==> config.mk <==
export PLATFORM = sky130hd
export DESIGN_NAME = codificador_input_param
export DESIGN_NICKNAME = d
export VERILOG_FILES = /design/src/rtl/codificador_input_param.sv
export SDC_FILE = /design/constraint.sdc
export NUM_CORES = 1
export LEC_CHECK = 0
export CAP_MARGIN = 20
export CORE_AREA = 2 2 53 55
export CTS_BUF_LIST = sky130_fd_sc_hd__clkbuf_8
export DETAILED_ROUTE_END_ITERATION = 12
export DIE_AREA = 0 0 55 57
export PLACE_DENSITY = 0.85
export SETUP_SLACK_MARGIN = 0.4
export SLEW_MARGIN = 10
export SYNTH_ARGS = -nofsm -noshare
export SYNTH_HDL_FRONTEND = slang
export SYNTH_SLANG_ARGS = --single-unit
==> constraint.sdc <==
create_clock -name clk100Hz -period 5.21 [get_ports clk100Hz]
set_clock_uncertainty 0.05 [all_clocks]
set_input_delay 0.521 -clock clk100Hz [delete_from_list [all_inputs] [get_ports clk100Hz]]
set_output_delay 0.521 -clock clk100Hz [all_outputs]
set_load 0.005 [all_outputs]
==> src/rtl/codificador_input_param.sv <==
// Debounced N-key one-hot keypad encoder with single active-low load strobe per press,
// multi-key rejection and a parametrised 1 Hz tick divider.
module codificador_input_param #(
  parameter int N_KEYS          = 10,
  parameter int CODE_W          = 4,
  parameter int DEBOUNCE_CYCLES = 3,
  parameter int TICK_DIV        = 100
) (
  input  logic              clk100Hz,
  input  logic              reset,
  input  logic              enablen,
  input  logic [N_KEYS-1:0] teclado,
  output logic [CODE_W-1:0] out_codificado,
  output logic              loadn,
  output logic              multi_key,
  output logic              pgt_1Hz
);

  localparam int CNT_W = $clog2(DEBOUNCE_CYCLES + 1);
  localparam int DIV_W = $clog2(TICK_DIV);
  localparam logic [CNT_W-1:0]  CNT_MAX = CNT_W'(DEBOUNCE_CYCLES);
  localparam logic [DIV_W-1:0]  DIV_MAX = DIV_W'(TICK_DIV - 1);
  localparam logic [N_KEYS-1:0] KEY_ONE = N_KEYS'(1);

  typedef enum logic [1:0] {
    S_IDLE,
    S_QUALIFY,
    S_LOAD,
    S_HELD
  } state_t;

  state_t              state_q, state_d;
  logic [N_KEYS-1:0]   sample_q, sample_d;
  logic [CNT_W-1:0]    stab_q, stab_d;
  logic [CODE_W-1:0]   code_q, code_d;
  logic                loadn_q, loadn_d;
  logic                multi_q, multi_d;
  logic [DIV_W-1:0]    div_q, div_d;
  logic                pgt_q, pgt_d;

  logic [CODE_W-1:0]   key_idx;
  logic                one_hot;
  logic                stable;
  logic                sample_zero;

  // Downward scan so the lowest set bit is the last (winning) assignment.
  always_comb begin
    key_idx = '0;
    for (int unsigned i = N_KEYS; i > 0; i--) begin
      if (sample_q[i-1]) key_idx = CODE_W'(i - 1);
    end
  end

  always_comb begin
    sample_zero = (sample_q == '0);
    one_hot     = !sample_zero && ((sample_q & (sample_q - KEY_ONE)) == '0);
    stable      = (stab_q == CNT_MAX);
  end

  always_comb begin
    sample_d = teclado;
    state_d  = state_q;
    stab_d   = stab_q;
    code_d   = code_q;
    loadn_d  = 1'b1;
    multi_d  = multi_q;
    div_d    = div_q;
    pgt_d    = 1'b0;

    if (enablen) begin
      state_d = S_IDLE;
      stab_d  = '0;
      multi_d = 1'b0;
    end else begin
      // Count compares the incoming sample against the one currently held.
      if (teclado != sample_q) begin
        stab_d = '0;
      end else if (!stable) begin
        stab_d = stab_q + CNT_W'(1);
      end

      if (div_q == DIV_MAX) begin
        div_d = '0;
        pgt_d = 1'b1;
      end else begin
        div_d = div_q + DIV_W'(1);
      end

      unique case (state_q)
        S_IDLE: begin
          if (!sample_zero) state_d = S_QUALIFY;
        end
        S_QUALIFY: begin
          if (sample_zero) begin
            state_d = S_IDLE;
          end else if (stable) begin
            if (one_hot) begin
              state_d = S_LOAD;
              code_d  = key_idx;
              loadn_d = 1'b0;
            end else begin
              state_d = S_HELD;
              multi_d = 1'b1;
            end
          end
        end
        S_LOAD: begin
          state_d = S_HELD;
        end
        S_HELD: begin
          if (sample_zero && stable) begin
            state_d = S_IDLE;
            multi_d = 1'b0;
          end
        end
        default: state_d = S_IDLE;
      endcase
    end
  end

  always_ff @(posedge clk100Hz) begin
    if (reset) begin
      state_q  <= S_IDLE;
      sample_q <= '0;
      stab_q   <= '0;
      code_q   <= '0;
      loadn_q  <= 1'b1;
      multi_q  <= 1'b0;
      div_q    <= '0;
      pgt_q    <= 1'b0;
    end else begin
      state_q  <= state_d;
      sample_q <= sample_d;
      stab_q   <= stab_d;
      code_q   <= code_d;
      loadn_q  <= loadn_d;
      multi_q  <= multi_d;
      div_q    <= div_d;
      pgt_q    <= pgt_d;
    end
  end

  assign out_codificado = code_q;
  assign loadn          = loadn_q;
  assign multi_key      = multi_q;
  assign pgt_1Hz        = pgt_q;

endmodule

==> impl_metrics.json <==
{
  "status": "completed",
  "cts_root_buf": "clkbuf_8",
  "dr.pass1.iters": 4,
  "grt_max_degree": 24,
  "end_kind": "register",
  "power_density_nw_per_um2": 265.1,
  "vias": 1286,
  "hold_class": "register to register",
  "place_congestion": 0.8422,
  "clk_latency_ns": 0.27,
  "cp.required_ns": 5.35,
  "worst_pin_slew_ns": 0.8647,
  "fin_ws_ns": 2.747,
  "std_cell_rows": 19,
  "cts_resized": 0,
  "io_pins": 20,
  "core-area_um2": 2615,
  "place_hpwl_um": 2253,
  "irDropWorstVdd_mv": 0.1730,
  "p_comb_share_pct": 12.2,
  "cts_tree": "built",
  "drt-total-wl_um": 3161,
  "drc": 0,
  "pre_cts_slack_ns": 2.694,
  "synth_cells": 163,
  "critPathKind": "register to register",
  "fmax_mhz": 406.0,
  "swShare_pct": 23.77,
  "path_buf_inv": 0,
  "avgSynthCellArea_um2": 9.204,
  "power_frac_seq_pct": 50.4,
  "yosys_register_bits": 28,
  "power.leakage_nw": 0.6248,
  "antenna_found_initial": 0,
  "cp_top_family": "compound AO/OA/AOI/OAI gates",
  "fin_nets": 192,
  "start_util_pct": 57.37,
  "drive_gt1_share_pct": 6.818,
  "port-buffer-count": 19,
  "max_slew_margin_pct": 41.87,
  "rsz0062_at_grt": "false",
  "overflow": 0,
  "antenna_cells": 0,
  "min_period_over_period_pct": 47.27,
  "path_clk_slew_ns": 0.10,
  "cpMaxStageDelayCell": "nor4_2",
  "synth_area_um2": 1500,
  "clock_path_buffers": 2,
  "intPower_w": 0.0003482,
  "yosysWarnings": 0,
  "synthArstFlopShare_pct": 0,
  "cts-htree-levels": 1,
  "die_w_um": 55,
  "path_cells": "nor4_2 -> a21oi_1 -> a311o_1 -> o211ai_1",
  "ctsHoldBuffers": 0,
  "fin_crit_ns": 2.463,
  "p_clk_share_pct": 37.4,
  "nFillCells": 209,
  "drv_cap": 0,
  "first_iter_violations": 45,
  "global_route.usage.total_pct": 23.27,
  "grt_pass1_wl_um": 5409,
  "seq_area_frac_synth_pct": 37.36,
  "cts.sinks": 28,
  "setup_violations": 0,
  "syn_to_final_growth_pct": 14.85,
  "grt_pass1_vias": 1171,
  "start_kind": "register",
  "ant_nets": 0,
  "crit_arrival_ns": 2.61,
  "synth_flop_cell": "dfxtp_1",
  "cts_buffers": 3,
  "viasPerCell": 6.213,
  "ys_types": 44,
  "synth_edf_count": 0,
  "path_max_fanout": 10,
  "syn_nets": 178,
  "wl_per_cell_um": 15.27,
  "die_h_um": 57,
  "hold_viol": 0,
  "slowest_delay_ns": 0.80,
  "total_power_w": 0.0004567,
  "dieArea_um2": 3135,
  "postCtsSetupBuffers": 0,
  "slew_violations": 0,
  "fin_tns_setup_ns": 0,
  "p_sw_w": 0.0001086
}
-- kinds of logic (layout without fill, tap and decap cells) --
family	after synthesis	in the layout	synth area share, %
and+or+nand+nor	66	66	26.10
muxes	2	2	1.334
xor gates and xnor gates	17	17	9.925
buffers and inverters	12	25	5.672
DFF	28	28	37.36
adders and majority gates	2	2	1.668
AOI/OAI and AO/OA	36	36	17.93
-- layer usage --
metal	vias up	part of all wire, %	global-route usage (%)
met2	53	49	34.35
li1	626	-	-
met1	603	44	34.28
met3	4	6.0	2.880
met4	0	1.2	9.059
met5	-	0	0
-- final cells by class --
class                      instances  area [um^2]  share of cell area [%]
sequential                        28        560.5                   32.53
clock buffer                       3        41.29                   2.397
tap                               31        38.79                   2.251
multi-input combinational        123        854.6                   49.60
clock inverter                     1        30.03                   1.743
inverter                           2        7.507                  0.4357
timing repair buffer              19        190.2                   11.04
-- registers in the layout, summed over array words and instances (netlist names), named ones only --
name	count
multi_key	1
out_codificado	4
loadn	1
div_q	7
stab_q	2
state_q	1
pgt_1Hz	1
sample_q	10
-- synthesized netlist by cell type (2+ instances only) --
| cell type | count | area [um^2] |
|---|---|---|
| or2_2 | 2 | 12.51 |
| nor2b_1 | 12 | 75.07 |
| o21ai_0 | 5 | 25.02 |
| buf_4 | 5 | 37.54 |
| inv_1 | 2 | 7.510 |
| nand3_1 | 4 | 20.02 |
| nand4_1 | 3 | 18.77 |
| nand2_1 | 4 | 15.01 |
| and4b_1 | 2 | 20.02 |
| o31ai_1 | 4 | 30.03 |
| buf_6 | 2 | 22.52 |
| nor3b_1 | 2 | 15.01 |
| clkbuf_1 | 2 | 7.510 |
| mux2i_1 | 2 | 20.02 |
| a2111o_1 | 2 | 22.52 |
| a21oi_1 | 4 | 20.02 |
| dfxtp_1 | 28 | 560.5 |
| xor2_1 | 14 | 122.6 |
| o211ai_1 | 4 | 30.03 |
| ha_1 | 2 | 25.02 |
| nor2_1 | 15 | 56.30 |
| nor4_1 | 3 | 18.77 |
| xnor2_1 | 3 | 26.28 |
| a32oi_1 | 4 | 35.03 |
| and2b_1 | 3 | 22.52 |
| nor3_1 | 7 | 35.03 |
| a21boi_0 | 4 | 30.03 |
| a211oi_1 | 3 | 22.52 |
-- worst register-to-register path, delay by kind of cell, from the launching register on --
family           cells  cell delay [ns]
AO/OA/AOI/OAI        3             1.15
flip-flops           1             0.39
AND/OR/NAND/NOR      1             0.80
-- path summary, 6_finish.rpt --
check / startpoint / to / slack, ns / cells past startpoint
setup / recovery: sample_q[3] / out_codificado[3] / 2.75 / 4
hold / removal: multi_key / multi_key / 0.46 / 2
setup reg to reg: sample_q[3] / out_codificado[3] / 2.75 / 4
hold reg to reg: multi_key / multi_key / 0.46 / 2
-- layout by cell type (no fill, tap or decap), types with 3 or more instances in the layout --
master           instances
dfxtp_1                 28
clkdlybuf4s50_1         19
nor2_1                  15
xor2_1                  14
nor2b_1                 12
nor3_1                   7
o21ai_0                  5
nand2_1                  4
nand3_1                  4
a21oi_1                  4
a21boi_0                 4
o31ai_1                  4
a32oi_1                  4
o211ai_1                 4
xnor2_1                  3
nor4_1                   3
a211oi_1                 3
nand4_1                  3
and2b_1                  3
clkbuf_8                 3
-- per-stage QoR --
stage | utilization [%] | cell area (um^2) | hold slack (ns) | instances
floorplan | - | 1500 | 0.4171 | 163
CTS | 65.89 | 1723 | 0.4591 | 207
global route | 65.89 | 1723 | 0.4896 | 207
global placement | 63.16 | 1652 | 0.4350 | 203
finish | 65.89 | 1723 | 0.4571 | 207
detailed placement | 63.16 | 1652 | 0.4494 | 203
-- power groups by stage --
stage               sequential, W  combinational (W)  clock (W)
global route             0.000232          0.0000616   0.000184
global placement         0.000234          0.0000520          0
finish                   0.000230          0.0000556   0.000171
detailed placement       0.000235          0.0000539          0
floorplan                0.000228          0.0000439          0
CTS                      0.000230          0.0000550   0.000174
Note: power is estimated with default switching activity, not from simulation.
